<file path="src/rtl/reg_file_pkg.sv">
// ============================================================================
// Module      : reg_file_pkg
// Description : Shared constants and types for the integer register file.
// Revision    : 1.0 - initial release
// ============================================================================
`default_nettype none

package reg_file_pkg;

    localparam int unsigned RF_NUM_REGS = 32;
    localparam int unsigned RF_ADDR_W   = 5;
    localparam int unsigned XLEN        = 32;

    typedef logic [RF_ADDR_W-1:0] rf_addr_t;

endpackage : reg_file_pkg

`default_nettype wire

</file>
<file path="src/rtl/rf_read_port.sv">
// ============================================================================
// Module      : rf_read_port
// Description : One asynchronous read port: x0 check, array select and, when
//               RF_WR_BYPASS_EN is defined, a write-first bypass mux.
// Revision    : 1.0 - initial release
// ============================================================================
`default_nettype none

module rf_read_port
    import reg_file_pkg::*;
(
    input  rf_addr_t         addr_i,
    input  logic [XLEN-1:0]  regs_i [1:RF_NUM_REGS-1],
`ifdef RF_WR_BYPASS_EN
    input  logic             rst_i,
    input  logic             wr_en_i,
    input  rf_addr_t         wr_reg_i,
    input  logic [XLEN-1:0]  wr_data_i,
`endif
    output logic [XLEN-1:0]  data_oa
);

    always_comb begin
        data_oa = '0;
        if (addr_i != '0) begin
            data_oa = regs_i[addr_i];
`ifdef RF_WR_BYPASS_EN
            // Reset drops the write, so the forwarded value must not leak out.
            if (!rst_i && wr_en_i && (wr_reg_i == addr_i)) begin
                data_oa = wr_data_i;
            end
`endif
        end
    end

endmodule : rf_read_port

`default_nettype wire

</file>
<file path="src/rtl/reg_file.sv">
// ============================================================================
// Module      : reg_file
// Description : 31 x 32-bit register file (x0 hard-wired to zero), one write
//               port and two asynchronous read ports. Define RF_WR_BYPASS_EN
//               for write-first reads; otherwise reads are read-first.
// Revision    : 1.0 - initial release
// ============================================================================
`default_nettype none

module reg_file
    import reg_file_pkg::*;
(
    input  logic             clk_i,
    input  logic             rst_i,
    input  logic             rf_wr_en_i,
    input  rf_addr_t         rf_wr_reg_i,
    input  logic [XLEN-1:0]  rf_wr_data_i,
    input  rf_addr_t         rs1_addr_i,
    input  rf_addr_t         rs2_addr_i,
    output logic [XLEN-1:0]  rs1_data_oa,
    output logic [XLEN-1:0]  rs2_data_oa
);

    // x0 has no storage; the array starts at index 1.
    logic [XLEN-1:0] r_regs [1:RF_NUM_REGS-1];

    always_ff @(posedge clk_i) begin
        if (rst_i) begin
            for (int i = 1; i < RF_NUM_REGS; i++) begin
                r_regs[i] <= '0;
            end
        end else if (rf_wr_en_i && (rf_wr_reg_i != '0)) begin
            r_regs[rf_wr_reg_i] <= rf_wr_data_i;
        end
    end

    rf_read_port u_rs1_port (
        .addr_i    (rs1_addr_i),
        .regs_i    (r_regs),
`ifdef RF_WR_BYPASS_EN
        .rst_i     (rst_i),
        .wr_en_i   (rf_wr_en_i),
        .wr_reg_i  (rf_wr_reg_i),
        .wr_data_i (rf_wr_data_i),
`endif
        .data_oa   (rs1_data_oa)
    );

    rf_read_port u_rs2_port (
        .addr_i    (rs2_addr_i),
        .regs_i    (r_regs),
`ifdef RF_WR_BYPASS_EN
        .rst_i     (rst_i),
        .wr_en_i   (rf_wr_en_i),
        .wr_reg_i  (rf_wr_reg_i),
        .wr_data_i (rf_wr_data_i),
`endif
        .data_oa   (rs2_data_oa)
    );

endmodule : reg_file

`default_nettype wire

</file>
<file path="config.mk">
export PLATFORM = sky130hd
export DESIGN_NAME = reg_file
export DESIGN_NICKNAME = d
export VERILOG_FILES = /design/src/rtl/reg_file_pkg.sv /design/src/rtl/rf_read_port.sv /design/src/rtl/reg_file.sv
export SDC_FILE = /design/constraint.sdc
export NUM_CORES = 2
export LEC_CHECK = 0
export CAP_MARGIN = 20
export CORE_MARGIN = 2
export CORE_UTILIZATION = 60
export CTS_CLUSTER_DIAMETER = 120
export CTS_CLUSTER_SIZE = 40
export DETAILED_ROUTE_END_ITERATION = 10
export PLACE_DENSITY = 0.77
export SETUP_SLACK_MARGIN = 0.5
export SYNTH_ARGS = -nofsm -noshare
export SYNTH_HDL_FRONTEND = slang
export SYNTH_SLANG_ARGS = --single-unit
</file>
<file path="constraint.sdc">
create_clock -name clk_i -period 2.4 [get_ports clk_i]
set_clock_uncertainty 0.1 [all_clocks]
set_input_delay 0.36 -clock clk_i [delete_from_list [all_inputs] [get_ports clk_i]]
set_output_delay 0.36 -clock clk_i [all_outputs]
set_load 0.05 [all_outputs]
</file>
==> impl_metrics.csv <==
group,metric,value,unit
route,vias,50300,
route,drc,0,
critical_path,critPathMaxStageDelay,0.47,ns
timing,fin_crit,3.10,ns
final_layout,mostFrequentLayoutCell,"nand2_1",
global_routing,grt-busiest-layer,"met2",
synthesis,synth_top_family_by_area,"multiplexers",
floorplan,core-area,0.0836,mm2
floorplan,dieArea,0.0865,mm2
final_layout,largest_reg_flops,992,
route,ant_nets,0,
critical_path,path_cells,"mux4_2 -> mux2i_2 -> buf_4 -> a2111oi_2 -> buf_4 -> a311o_2 -> buf_12",
floorplan,dieWidth,294,um
final_layout,final_cell_mix,"2012 x nand2_1, 1003 x a21oi_1, 831 x dfxtp_1, 402 x buf_4, 323 x mux2i_1",
place,place_area,0.0581,mm2
global_routing,grt_max_degree,118,
critical_path,crit_type,"reg -> out",
critical_path,required,1.94,ns
synthesis,ys_ff_latch,992,
timing,period_share,129,%
clocking,cts_made_buffers,28,
synthesis,synth.avg_cell_area,8.40,um2
synthesis,synth_seq_area_share,39.3,%
critical_path,critical_path_buf_inv_count,3,
synthesis,synth_top_flop_cell,"dfxtp_1",
critical_path,path_common_cell,"buf_4",
route,via_per_inst,6.94,
floorplan,die_y,294,um
synthesis,synth-compound-area-share,16.9,%
final_layout,final_cells,7241,
route,drt_pass1_iterations,9,
global_routing,grt.overflow.total,0,
final_layout,final_area,0.0605,mm2
timing,final-max-slew-violation-count,0,
min_path,hp-class,"reg -> reg",
status,outcome,"finished, violations left",
synthesis,syn_area,0.0505,mm2
final_layout,syn_to_final_growth,19.8,%
route,drtIter0Drc,7749,
synthesis,yosys-mux-area-fraction,21.2,%
synthesis,yosys.area_share.adder,0,%
status,failed_checks,"negative setup slack",
critical_path,path_max_fanout,2,
synthesis,netlist_instances,6015,
clocking,cts_buffer_depth,3,
critical_path,slowest_stage,"mux4_2",
clocking,clock-root-buffer,"clkbuf_16",
place,dp_hpwl,129000,um
timing,grt_setup_unrepaired,"true",
route,drt-wirelength-per-cell,27.3,um
place,gp_congestion,1.01,
floorplan,num_rows,106,
synthesis,synth_xor_area_share,0,%
final_layout,largest_register,"r_regs",
clocking,cts_tree,"done",
critical_path,cp-end-kind,"output pin",
final_layout,fillers,6096,
power_and_ir_drop,power.density,484,mW/mm2
global_routing,met3_usage,9.78,%
critical_path,worst_ep_arrival_time,2.64,ns
critical_path,crit_family,"multiplexers",
critical_path,cp-start-kind,"flip-flop",
timing,finalSetupViolCount,64,
global_routing,antenna_found_initial,0,
place,post-place-ws,-0.730,ns
timing,fin_tns_setup,-28.09,ns
global_routing,grt.total_usage,44.7,%
power_and_ir_drop,p_total,29.3,mW
power_and_ir_drop,p_leak,21.4,nW
floorplan,start_util,60.5,%
clocking,insertion_delay,0.70,ns
synthesis,ys_types,44,
clocking,cts_sinks,992,
final_layout,reg.largest.list,"r_regs: 992 flops",
timing,tightest_slew,0.750,ns
synthesis,yosys_warnings,0,
floorplan,ioPinCount,114,
global_routing,use_met2,66.2,%
route,wl,198000,um
place,portBuffers,113,
final_layout,num-nets-final,6210,
synthesis,yosys.area_share.simple,17.0,%
timing,max_freq,323,MHz
global_routing,grt_use_met1,55.8,%
global_routing,grt_pass1_vias,48600,
timing,fin_ws,-0.698,ns
power_and_ir_drop,vdd_drop_max,0.806,mV
place,place_inst,7143,
timing,max_slew_margin,49.9,%
synthesis,synth_edf_count,0,
synthesis,synth_nets,6065,
synthesis,synthArstFlopShare,0,%
clocking,h-tree-depth,1,
clocking,path_clk_slew,0.15,ns
final_layout,drive_gt1_share,24.7,%
run,maxCapViolations,0,
timing,hold_viol_final,0,
global_routing,grt_pass1_wl,295000,um
worst reg2reg max path: stages, from the launching register on:
cell and delay, ns:
dfxtp_4 0.37, buf_6 0.11, buf_4 0.13, nand2_1 0.06
a21oi_1 0.06
final cells by class:
class	instances	area [um2]	area share [%]
clock buffers	29	726	1.20
well taps	1080	1350	2.23
diodes	1	2.50	0.00414
inverters	1	6.26	0.0103
repair buffers	734	8710	14.4
flip-flops and latches	992	20100	33.2
clock inverters	1	8.76	0.0145
multi-input cells	4403	29600	49.0
path summary, 6_finish.rpt:
| kind | from | to | slack, ns | depth (start not counted) |
|---|---|---|---|---|
| setup / recovery | r_regs[525] | rs1_data_oa[13] | -0.70 | 7 |
| hold / removal | r_regs[537] | r_regs[537] | 0.37 | 2 |
| setup reg to reg | r_regs[578] | r_regs[578] | 1.47 | 4 |
| hold reg to reg | r_regs[537] | r_regs[537] | 0.37 | 2 |
where the power goes:
part | total [mW] | switching, mW | leakage, nW | internal [mW]
Sequential | 16.7 | 0.0968 | 8.08 | 16.6
Combinational | 5.25 | 3.14 | 13.0 | 2.11
Clock | 7.32 | 5.13 | 0.362 | 2.19
metrics by stage:
step | utilization [%] | hold WS [ns]
6_report | 72.4 | 0.372
3_3_place_gp | 69.6 | 0.350
5_1_grt | 72.4 | 0.388
3_5_place_dp | 69.6 | 0.356
4_1_cts | 71.9 | 0.370
2_1_floorplan | - | 0.342
routing by layer:
| metal | wire, um | share of wire (%) | vias to the layer above |
|---|---|---|---|
| met2 | 83900 | 42 | 4077 |
| met1 | 68300 | 34 | 23900 |
| met5 | 0 | 0 | - |
| li1 | - | - | 21200 |
| met3 | 26100 | 13 | 1090 |
| met4 | 19700 | 9.9 | 0 |
cell usage after synthesis, types with 33 or more instances:
library cell  number  area, um2
buf_2            120        601
mux2i_1          334       3340
a21oi_1         1003       5020
a221o_1           33        330
clkbuf_1         425       1600
dfxtp_1          992      19900
mux4_2           244       5500
nand3_1           79        395
a22oi_1          108        811
o22ai_1          106        663
buf_4             44        330
mux2_2           167       1880
a221oi_1          42        368
nand2_1         2048       7690
a2bb2oi_1         44        385
logic make-up (layout without fill, tap and decap cells):
group | count (synthesis) | count (layout)
and+or+nand+nor | 2214 | 2214
AOI/OAI and AO/OA | 1444 | 1444
DFF | 992 | 992
muxes | 745 | 745
buffers and inverters | 620 | 765
other | 0 | 1
repair_timing:
action / in CTS / in global routing
endpoints found under the hold margin: 30 / 0
buffers inserted: 42 / 22
resized for setup: 294 / 75
hold buffers: 1 / 0
pin swaps: 66 / 63
endpoints found under the setup margin: 64 / 73
cloned: 1 / 1
Power figures use the tool's default switching activity.
